===== config.mk =====
export PLATFORM = sky130hd
export DESIGN_NAME = divider_flow_16by8b
export DESIGN_NICKNAME = d
export VERILOG_FILES = /design/src/rtl/divider_flow_16by8b_pkg.sv /design/src/rtl/divider_flow_16by8b_div_stage.sv /design/src/rtl/divider_flow_16by8b.sv
export SDC_FILE = /design/constraint.sdc
export NUM_CORES = 1
export LEC_CHECK = 0
export BUFFER_PORTS_ARGS = -buffer_cell sky130_fd_sc_hd__buf_2
export CAP_MARGIN = 5
export CORE_ASPECT_RATIO = 1.25
export CORE_UTILIZATION = 55
export CTS_CLUSTER_SIZE = 20
export DETAILED_ROUTE_END_ITERATION = 6
export PLACE_DENSITY = 0.71
export SLEW_MARGIN = 20
export SYNTH_ARGS = -nofsm -noshare
export SYNTH_HDL_FRONTEND = slang
export SYNTH_SLANG_ARGS = --single-unit

===== constraint.sdc =====
create_clock -name CP -period 4.6 [get_ports CP]
set_clock_uncertainty 0.1 [all_clocks]
set_input_delay 0.46 -clock CP [delete_from_list [all_inputs] [get_ports CP]]
set_output_delay 0.46 -clock CP [all_outputs]
set_load 0.1 [all_outputs]

===== src/rtl/divider_flow_16by8b_pkg.sv =====
// Shared widths and constants for the pipelined restoring divider.
// The top and the stage module import this package for their default widths.
package divider_flow_16by8b_pkg;
  localparam int N_W_DEF = 16;
  localparam int D_W_DEF = 8;
  localparam logic [N_W_DEF-1:0] DIVZ_Q = '1;
endpackage


===== src/rtl/divider_flow_16by8b_div_stage.sv =====
// One registered restoring-division step: resolves quotient bit N_W-K and
// carries the operands, partial remainder and partial quotient to the next stage.
module div_stage
  import divider_flow_16by8b_pkg::*;
#(
  parameter int N_W = N_W_DEF,
  parameter int D_W = D_W_DEF,
  parameter int K   = 1
) (
  input  logic           CP,
  input  logic           CLR,
  input  logic           CE,
  input  logic           vld_i,
  input  logic           divz_i,
  input  logic [N_W-1:0] dvd_i,
  input  logic [D_W-1:0] dvs_i,
  input  logic [D_W-1:0] rem_i,
  input  logic [N_W-1:0] quo_i,
  output logic           vld_o,
  output logic           divz_o,
  output logic [N_W-1:0] dvd_o,
  output logic [D_W-1:0] dvs_o,
  output logic [D_W-1:0] rem_o,
  output logic [N_W-1:0] quo_o
);
  localparam int BIT = N_W - K;

  logic [D_W:0]   rem_t;
  logic           qbit;
  logic [D_W-1:0] diff;

  logic           vld_d,  vld_q;
  logic           divz_d, divz_q;
  logic [N_W-1:0] dvd_d,  dvd_q;
  logic [D_W-1:0] dvs_d,  dvs_q;
  logic [D_W-1:0] rem_d,  rem_q;
  logic [N_W-1:0] quo_d,  quo_q;

  // The true difference is below the divisor whenever it is taken, so the
  // low D_W bits of the subtract are exact.
  always_comb begin
    rem_t  = {rem_i, dvd_i[BIT]};
    qbit   = (rem_t >= {1'b0, dvs_i});
    diff   = rem_t[D_W-1:0] - dvs_i;
    vld_d  = vld_i;
    divz_d = divz_q;
    dvd_d  = dvd_q;
    dvs_d  = dvs_q;
    rem_d  = rem_q;
    quo_d  = quo_q;
    if (vld_i) begin
      divz_d     = divz_i;
      dvd_d      = dvd_i;
      dvs_d      = dvs_i;
      rem_d      = qbit ? diff : rem_t[D_W-1:0];
      quo_d      = quo_i;
      quo_d[BIT] = qbit;
    end
  end

  always_ff @(posedge CP) begin
    if (CLR) begin
      vld_q  <= 1'b0;
      divz_q <= 1'b0;
      dvd_q  <= '0;
      dvs_q  <= '0;
      rem_q  <= '0;
      quo_q  <= '0;
    end else if (CE) begin
      vld_q  <= vld_d;
      divz_q <= divz_d;
      dvd_q  <= dvd_d;
      dvs_q  <= dvs_d;
      rem_q  <= rem_d;
      quo_q  <= quo_d;
    end
  end

  assign vld_o  = vld_q;
  assign divz_o = divz_q;
  assign dvd_o  = dvd_q;
  assign dvs_o  = dvs_q;
  assign rem_o  = rem_q;
  assign quo_o  = quo_q;
endmodule


===== src/rtl/divider_flow_16by8b.sv =====
// Pipelined unsigned restoring divider: input register plus N_W single-bit
// stages, one result per enabled cycle, zero divisor flagged and forced.
module divider_flow_16by8b
  import divider_flow_16by8b_pkg::*;
#(
  parameter int N_W = N_W_DEF,
  parameter int D_W = D_W_DEF
) (
  input  logic           CP,
  input  logic           CLR,
  input  logic           CE,
  input  logic           IN_VLD,
  input  logic [N_W-1:0] A,
  input  logic [D_W-1:0] B,
  output logic           OUT_VLD,
  output logic [N_W-1:0] Q,
  output logic [D_W-1:0] R,
  output logic           DIVZ
);
  logic           vld_s  [0:N_W];
  logic           divz_s [0:N_W];
  logic [N_W-1:0] dvd_s  [0:N_W];
  logic [D_W-1:0] dvs_s  [0:N_W];
  logic [D_W-1:0] rem_s  [0:N_W];
  logic [N_W-1:0] quo_s  [0:N_W];

  logic           vld0_d,  vld0_q;
  logic           divz0_d, divz0_q;
  logic [N_W-1:0] dvd0_d,  dvd0_q;
  logic [D_W-1:0] dvs0_d,  dvs0_q;

  // Stage 0: input register; operands only load with a valid, bubbles keep the old data.
  always_comb begin
    vld0_d  = IN_VLD;
    divz0_d = divz0_q;
    dvd0_d  = dvd0_q;
    dvs0_d  = dvs0_q;
    if (IN_VLD) begin
      divz0_d = (B == '0);
      dvd0_d  = A;
      dvs0_d  = B;
    end
  end

  always_ff @(posedge CP) begin
    if (CLR) begin
      vld0_q  <= 1'b0;
      divz0_q <= 1'b0;
      dvd0_q  <= '0;
      dvs0_q  <= '0;
    end else if (CE) begin
      vld0_q  <= vld0_d;
      divz0_q <= divz0_d;
      dvd0_q  <= dvd0_d;
      dvs0_q  <= dvs0_d;
    end
  end

  assign vld_s[0]  = vld0_q;
  assign divz_s[0] = divz0_q;
  assign dvd_s[0]  = dvd0_q;
  assign dvs_s[0]  = dvs0_q;
  assign rem_s[0]  = '0;
  assign quo_s[0]  = '0;

  // Stages 1..N_W: quotient bit N_W-k resolved in stage k.
  for (genvar k = 1; k <= N_W; k++) begin : g_stage
    div_stage #(
      .N_W (N_W),
      .D_W (D_W),
      .K   (k)
    ) u_stage (
      .CP     (CP),
      .CLR    (CLR),
      .CE     (CE),
      .vld_i  (vld_s[k-1]),
      .divz_i (divz_s[k-1]),
      .dvd_i  (dvd_s[k-1]),
      .dvs_i  (dvs_s[k-1]),
      .rem_i  (rem_s[k-1]),
      .quo_i  (quo_s[k-1]),
      .vld_o  (vld_s[k]),
      .divz_o (divz_s[k]),
      .dvd_o  (dvd_s[k]),
      .dvs_o  (dvs_s[k]),
      .rem_o  (rem_s[k]),
      .quo_o  (quo_s[k])
    );
  end

  // Output stage: a zero divisor overrides the arithmetic result.
  assign OUT_VLD = vld_s[N_W];
  assign DIVZ    = divz_s[N_W];
  assign Q       = divz_s[N_W] ? '1 : quo_s[N_W];
  assign R       = divz_s[N_W] ? '0 : rem_s[N_W];
endmodule

==> impl_summary.txt, run 1 <==
----------------------------------------------------
[Yosys]
  Area share of the largest cell type after synthesis ... 0.430
  Synth top area cells ... dfxtp_1 43%, nand2_1 13%, a21oi_1 10%
  Post-Synthesis Net Count ... 3482
  Number of synthesized flops with an enable pin ... 0
  Avg Synthesized Cell Area ... 7.89 um^2
  Synth Register Bits ... 562
  Synth warn ... 0
  Library cell with the largest summed area after synthesis ... dfxtp_1
  Post-synth top cells ... 894 x nand2_1, 562 x dfxtp_1, 521 x a21oi_1
  Fraction of synthesis flops using an asynchronous set or reset pin ... 0
  Netlist cell types ... 67
  Cells after synthesis ... between 3000 and 4000
  Synth Flop Type ... dfxtp_1
  Portion of the post-synthesis area used by sequential elements ... 0.430
  Post-Synthesis Cell Area ... between 20000 and 30000 um^2
  Library cell with the highest instance count after synthesis ... nand2_1

[Clock network]
  Buffers inserted during post-CTS setup optimization ... 0
  Clock tree root driver cell ... clkbuf_16
  Clock input transition at the sequential cells of the worst setup and hold paths ... around 0.060 ns
  Inserted Clock Buffers ... 56
  Clock latency on the worst-skew pair ... approximately 0.62 ns
  Hold buffers post-CTS ... 24
  Maximum level of the CTS H-tree ... 2
  Number of buffers between clock root and the deepest sink ... 3
  Number of sinks handled by clock tree synthesis ... 562
  TritonCTS clock tree ... built
  Count of cells resized by post-cts repair ... 0

[Worst setup path]
  Data arrival time of the critical path ... 3.23 ns
  Reg2Reg Setup Slack ... 1.78 ns
  Largest fanout on the critical path ... 12
  Worst Setup Start Kind ... flop
  Worst path required time ... 5.01 ns
  Capturing element type of the critical path ... flop
  Path type of the worst setup path ... reg2reg

[Global route]
  Via count of the first global-routing pass ... 21101
  Global route overflow ... 0
  Overall fraction of global-route tracks in use ... 0.244
  Largest net degree at the start of global routing ... around 190
  Antenna violations before repair ... 0
  First-pass GRT wire length ... 99300 um

[Route]
  DR DRC count ... 0
  DR pass1 iterations ... 5
  Via count normalized by instance count ... 5.56
  DRT Wirelength ... 59500 um
  Via count ... about 22000
  Iteration-0 DRC Markers ... between 1000 and 1500
  Drt wl/cell ... 15.0 um
  Final antenna-violating net count ... 0

[STA]
  Post-layout worst setup margin ... 1.78 ns
  Endpoints failing hold ... 0
  Final worst path period need ... 2.82 ns
  Setup TNS Final ... 0 ns
  Max-slew violation count ... 0
  Maximum achievable frequency ... 0.355 GHz
  Max transition margin ... 0.313
  Slew @ Worst Pin ... 1.03 ns
  Unrepaired setup endpoints after global routing ... false
  Total of endpoints with negative setup slack in the final report ... 0
  Final clock period utilization by the worst path ... 0.613

[Hold path]
  Path type of the worst min-delay path ... in2reg

[Outcome]
  Run status ... finished, final reports clean

[Power and ir drop]
  Static leakage ... 10.2 nW
  Total power per unit cell area ... 339 nW/um^2
  Worst IR Drop VDD ... approximately 0.33 mV

[Floorplan]
  Starting utilization of the core area ... 0.556
  Placement row count ... 89
  DIE AREA ... 48500 um^2
  Core area ... 47100 um^2
  I/O pin total ... 54
  Die height ... 246 um
  Die Wd ... 197 um

[Final layout]
  Layout cells sized above 1 ... 0.0752
  Final standard cell area without fillers ... a little under 30000 um^2
  Count of nets after finishing ... 3455
  Area overhead of the layout relative to synthesis ... 10.7%
  Final cell count without fillers ... 3975
  Number of diodes ... 0

[Flow run]
  Max-cap violations ... 0

[Place]
  Placed Cells ... between 3000 and 4000
  Placed wire-length estimate after detailed placement ... about 42000 um
  Port buffer count ... 53
  Cell area after placement ... 26800 um^2
  Pre-CTS worst setup slack ... 1.68 ns
  Last weighted congestion value of the routability-driven placer ... 0.898

----------------------------------------------------
cell usage in the layout (no fill, tap or decap), types with 11 or more instances in the layout:
cell and instances:
a211o_1 11, clkbuf_16 56, mux2i_1 65, a211oi_1 17
buf_2 52, buf_4 39, dfxtp_1 562, nor3_1 40
and2_1 12, o31a_1 15, ha_1 122, nor2_1 97
or2_2 23, a21o_1 19, clkbuf_8 15, and3_1 15
inv_1 150, nand3_1 41, or4_1 18, dlygate4sd3_1 24
o21ai_1 22, nand4_1 23, nor4_1 16, nor2b_1 40
a31oi_1 22, o21ai_0 99, nand2_1 893, clkinv_2 12
xor2_1 15, fa_1 15, a21oi_1 521, xnor2_1 38
o21a_1 45, nand2b_1 25
worst paths after layout:
path	startpoint	to	depth (start not counted)
worst min register to register	g_stage[8].u_stage.quo_o[10]	g_stage[9].u_stage.quo_o[10]	2
worst max-delay path	g_stage[13].u_stage.dvs_o[1]	g_stage[14].u_stage.rem_o[1]	8
worst max register to register	g_stage[13].u_stage.dvs_o[1]	g_stage[14].u_stage.rem_o[1]	8
worst min-delay path	CLR	g_stage[4].u_stage.dvs_o[6]	2
where the power goes:
group	internal [W]	switching, W	total [W]
sequential	0.00488	0.0000132	0.00490
combinational	0.0000739	0.000164	0.000237
clock	0.00273	0.00197	0.00470
total	0.00768	0.00215	0.00984
flip-flops by register name, indices dropped and copies added (netlist names):
name,cells
g_stage.u_stage.divz_o,16
g_stage.u_stage.quo_o,136
g_stage.u_stage.rem_o,128
dvs0_q,8
g_stage.u_stage.vld_o,16
dvd0_q,16
g_stage.u_stage.dvs_o,120
vld0_q,1
divz0_q,1
g_stage.u_stage.dvd_o,120
cells by family after synthesis:
| logic type | after synthesis | share of synthesized area |
|---|---|---|
| buffers and inverters | 353 | 0.0529 |
| and+or+nand+nor | 1282 | 0.211 |
| AOI/OAI and AO/OA | 864 | 0.194 |
| muxes | 66 | 0.0253 |
| adders and majority gates | 137 | 0.0698 |
| DFF | 562 | 0.430 |
| xor gates and xnor gates | 53 | 0.0177 |
metal layers:
metal | up-vias | GRT usage | share of wire
met1 | 10410 | 0.283 | 0.42
met3 | 114 | 0.0318 | 0.029
met2 | 329 | 0.458 | 0.52
met5 | - | 0 | 0
met4 | 0 | 0.0796 | 0.027
li1 | 11230 | - | -
area by class of cell:
type,count,area [um^2]
clock buffer,78,1630
clock inverter,28,322
fill,4208,18100
inverter,151,567
multi-input combinational,2402,13600
sequential,562,11300
tap,637,797
timing repair buffer,117,828
metrics by stage:
step                 util  hold slack [ns]  total power [W]
detailed placement  0.568            0.342          0.00522
floorplan               -            0.331          0.00516
finish              0.615            0.148          0.00984
CTS                 0.615            0.118          0.00992
global route        0.615            0.167           0.0102
global placement    0.568            0.338          0.00522
worst max-delay path: stages (launching register included):
cell	delay, ns
dfxtp_1	0.40
inv_1	0.07
ha_1	0.30
nor2b_1	0.14
o2111ai_1	0.32
a31oi_1	0.17
a211oi_2	0.77
nor4_1	0.09
a311o_1	0.35
(Power assumes the default switching activity.)
==> run 2, diff against run 1 <==
--- a/config.mk
+++ b/config.mk
@@ -5,13 +5,14 @@
 export SDC_FILE = /design/constraint.sdc
 export NUM_CORES = 1
 export LEC_CHECK = 0
+export ABC_AREA = 1
 export BUFFER_PORTS_ARGS = -buffer_cell sky130_fd_sc_hd__buf_2
 export CAP_MARGIN = 5
 export CORE_ASPECT_RATIO = 1.25
 export CORE_UTILIZATION = 55
 export CTS_CLUSTER_SIZE = 20
 export DETAILED_ROUTE_END_ITERATION = 6
-export PLACE_DENSITY = 0.71
+export PLACE_DENSITY = 0.74
 export SLEW_MARGIN = 20
 export SYNTH_ARGS = -nofsm -noshare
 export SYNTH_HDL_FRONTEND = slang
==> constraint.sdc (replaced) <==
create_clock -name CP -period 2.5 [get_ports CP]
set_clock_uncertainty 0.1 [all_clocks]
set_input_delay 0.25 -clock CP [delete_from_list [all_inputs] [get_ports CP]]
set_output_delay 0.25 -clock CP [all_outputs]
set_load 0.1 [all_outputs]
==> run 2 against run 1 <==
Core utilization barely moved; critical path type is now reg2out; power rose by 91%; combinational power rose to 3.8 times the previous value; register-to-register slack got worse by 1.5 ns; global-route usage rose by 0.58 points; routed wire length rose by 7.7%; largest power group unchanged.
==> impl_summary.txt, run 2 <==
----------------------------------------------------
[Outcome]
  Run status ... finished, final reports clean

[Floorplan]
  DIE AREA ... 51200 um^2 (+5.5%)
  Die Wd ... 203 um (+2.7%)
  I/O pin total ... 54 (unchanged)
  Starting utilization of the core area ... 0.558 (+0.00224)
  Core area ... 49500 um^2 (+5.1%)
  Placement row count ... 91 (+2.2%)
  Die height ... 253 um (+2.7%)

[STA]
  Setup TNS Final ... 0 ns (unchanged)
  Final worst path period need ... 2.35 ns
  Total of endpoints with negative setup slack in the final report ... 0 (unchanged)
  Slew @ Worst Pin ... 0.843 ns (-0.185 ns)
  Final clock period utilization by the worst path ... 0.940
  Maximum achievable frequency ... 0.426 GHz
  Max-slew violation count ... 0 (unchanged)
  Unrepaired setup endpoints after global routing ... false
  Max transition margin ... 0.438 (+0.125)
  Endpoints failing hold ... 0 (unchanged)
  Post-layout worst setup margin ... 0.151 ns (-1.63 ns)

[Worst setup path]
  Cell at the slowest stage of the critical path ... dfxtp_1
  Worst reg2reg path endpoint ... g_stage[12].u_stage.rem_o[7]
  Capturing element type of the critical path ... output pin
  Critical-path cell list ... buf_4 -> inv_1 -> nand2_1 -> buf_2
  Reg2Reg Setup Slack ... 0.33 ns (-1.45 ns)
  Data arrival time of the critical path ... 2.00 ns (-1.23 ns)
  Family of cells with the greatest summed delay on the critical path ... buffers and inverters
  Buf/Inv on CP ... 3 (+2)
  Highest cell delay on the worst timing path ... 0.57 ns (-0.20 ns)
  Reg-to-Reg Start ... g_stage[11].u_stage.dvs_o[6]
  Path type of the worst setup path ... reg2out
  Worst path required time ... 2.15 ns (-2.86 ns)
  Largest fanout on the critical path ... 13 (+1)
  Worst Setup Start Kind ... flop
  R2R depth ... 12 (+4)

[Clock network]
  Inserted Clock Buffers ... 56 (unchanged)
  Number of buffers between clock root and the deepest sink ... 3 (unchanged)
  Count of cells resized by post-cts repair ... 0 (unchanged)
  Clock input transition at the sequential cells of the worst setup and hold paths ... 0.07 ns (about the same)
  Clock tree root driver cell ... clkbuf_16
  TritonCTS clock tree ... built
  Clock latency on the worst-skew pair ... 0.62 ns (about the same)
  Maximum level of the CTS H-tree ... 2 (unchanged)
  Number of sinks handled by clock tree synthesis ... 562 (unchanged)

[Yosys]
  Synth Register Bits ... 562 (unchanged)
  Synth Flop Type ... dfxtp_1
  Library cell with the highest instance count after synthesis ... nor2_1
  Area share of the largest cell type after synthesis ... 0.407 (-0.0227)
  Synth warn ... 0 (unchanged)
  Post-Synthesis Net Count ... 4171 (+20%)
  Post-synth top cells ... 733 x nor2_1, 683 x nand2_1, 562 x dfxtp_1
  Avg Synthesized Cell Area ... 6.90 um^2 (-13%)
  Post-Synthesis Cell Area ... 27600 um^2 (+5.6%)
  Cells after synthesis ... 4006 (+21%)
  Number of synthesized flops with an enable pin ... 0 (unchanged)
  Fraction of synthesis flops using an asynchronous set or reset pin ... 0 (unchanged)
  Library cell with the largest summed area after synthesis ... dfxtp_1
  Synth top area cells ... dfxtp_1 41%, nor2_1 10%, nand2_1 9.3%
  Netlist cell types ... 37 (-45%)
  Portion of the post-synthesis area used by sequential elements ... 0.407 (-0.0227)

[Final layout]
  Final cell count without fillers ... 4701 (+18%)
  Most frequent cells in the layout ... 733 x nor2_1, 683 x nand2_1, 562 x dfxtp_1, 494 x inv_1, 421 x o21ai_0
  Number of diodes ... 0 (unchanged)
  Count of nets after finishing ... 4171 (+21%)
  Max reg flops ... 136 (unchanged)
  Leading cell type in the layout, fill and taps excluded ... nor2_1
  Area overhead of the layout relative to synthesis ... 10.3%
  Layout cells sized above 1 ... 0.0689 (-0.00631)
  Final standard cell area without fillers ... 30500 um^2 (+5.2%)

[Hold path]
  Hold wc startpoint ... CLR
  Path type of the worst min-delay path ... in2reg
  Min-Delay Path Depth ... 4 (+2)
  Hold Crit Endpoint ... g_stage[15].u_stage.quo_o[11]

[Route]
  Final antenna-violating net count ... 0 (unchanged)
  DRT Wirelength ... 64100 um (+7.7%)
  Via count ... 24435 (+11%)
  Drt wl/cell ... 13.6 um (-8.9%)
  Via count normalized by instance count ... 5.20 (-6.4%)
  DR DRC count ... 0 (unchanged)
  DR pass1 iterations ... 5 (unchanged)
  Iteration-0 DRC Markers ... 1355 (+35%)

[Power and ir drop]
  Total power per unit cell area ... 616 nW/um^2 (+81%)
  Worst IR Drop VDD ... 0.587 mV (+80%)
  Total design power ... 0.0188 W (+91%)
  Static leakage ... 13.8 nW (+34%)

[Global route]
  Global routing met1 resource utilization ... 0.288 (+0.00498)
  Via count of the first global-routing pass ... 23447 (+11%)
  Most utilized layer in the global route result ... met2
  Global route overflow ... 0 (unchanged)
  Antenna violations before repair ... 0 (unchanged)
  Largest net degree at the start of global routing ... 144 (-25%)
  First-pass GRT wire length ... 108000 um (+8.6%)
  Routing usage on met2 ... 0.470 (+0.0125)
  Met3 track demand over resource in global routing ... 0.0295 (-0.00229)
  Overall fraction of global-route tracks in use ... 0.250 (+0.00583)

[Place]
  Cell area after placement ... 28200 um^2 (+5.5%)
  Last weighted congestion value of the routability-driven placer ... 0.877 (-2.4%)
  Port buffer count ... 53 (unchanged)
  Pre-CTS worst setup slack ... 0.329 ns (-1.35 ns)
  Placed Cells ... 4568 (+19%)
  Placed wire-length estimate after detailed placement ... 44900 um (+6.7%)

[Flow run]
  Max-cap violations ... 0 (unchanged)

----------------------------------------------------
-- run 2: cell types whose count changed in the layout (fill, tap and decap cells not counted), sizes merged, moves of 176 or more --
cell / before / now
o21ai: 121 / 449
nor2: 97 / 746
inv: 153 / 509
nand3: 41 / 227
nand2: 894 / 718
a21oi: 529 / 309
-- run 2: how the worst max path moves through the flow --
stage,start,to,slack [ns],depth (start not counted)
2_1_floorplan,g_stage[16].u_stage.divz_o,R[0],-0.11,2
3_3_place_gp,g_stage[11].u_stage.dvs_o[6],g_stage[12].u_stage.rem_o[7],0.41,12
3_5_place_dp,g_stage[11].u_stage.dvs_o[6],g_stage[12].u_stage.rem_o[7],0.33,12
4_1_cts,g_stage[16].u_stage.divz_o,Q[0],0.11,4
5_1_grt,g_stage[16].u_stage.divz_o,Q[0],0.04,4
6_report,g_stage[16].u_stage.divz_o,Q[0],0.15,4
-- run 2: power breakdown --
part / total (W) / switching, W / internal [W] / leakage (nW)
combinational: 0.000902 / 0.000598 / 0.000304 / 8.30
clock: 0.00880 / 0.00365 / 0.00516 / 0.936
sequential: 0.00906 / 0.0000427 / 0.00902 / 4.53
-- run 2: logic make-up (layout without fill, tap and decap cells) --
kind of cell,Yosys count,count (layout),share of synthesized area
AND/OR/NAND/NOR,1789,1789,0.269
AO/OA/AOI/OAI,768,768,0.141
buffers and inverters,699,743,0.100
flip-flops,562,562,0.407
adder cells (fa/ha/maj),137,137,0.0661
XOR/XNOR,51,51,0.0162
-- run 2: layout make-up --
| type | instances | area, um^2 |
|---|---|---|
| fill | 4657 | 19000 |
| inverter | 519 | 1960 |
| timing repair buffer | 122 | 913 |
| tap | 651 | 815 |
| multi-input combinational | 2745 | 13600 |
| clock buffer | 74 | 1530 |
| clock inverter | 28 | 402 |
| sequential | 562 | 11300 |
-- run 2: metal layers --
metal / share of wire / vias up
met4: 0.031 / 0
met5: 0 / -
met3: 0.028 / 151
met2: 0.52 / 362
li1: - / 12732
met1: 0.43 / 11190
-- run 2: worst register-to-register path, cell delays in order, from the launching register on --
cell     delay [ns]
dfxtp_1        0.34
inv_1          0.07
ha_1           0.36
nand2_1        0.09
nand2_1        0.09
nand2_1        0.07
nand2_1        0.07
nor2_1         0.18
nand2_1        0.28
nand2_1        0.19
nand2_1        0.08
nand2_1        0.06
a21oi_1        0.06
-- run 2: stage by stage --
step,util,hold WS (ns)
after floorplan,-,0.315
after detailed placement,0.570,0.352
after CTS,0.615,0.0131
after global routing,0.615,0.0594
final,0.615,0.0345
after global placement,0.570,0.347
-- run 2: timing repair --
action	in CTS	in global routing
setup buffers	0	0
hold buffers	31	0
endpoints found under the hold margin	26	0
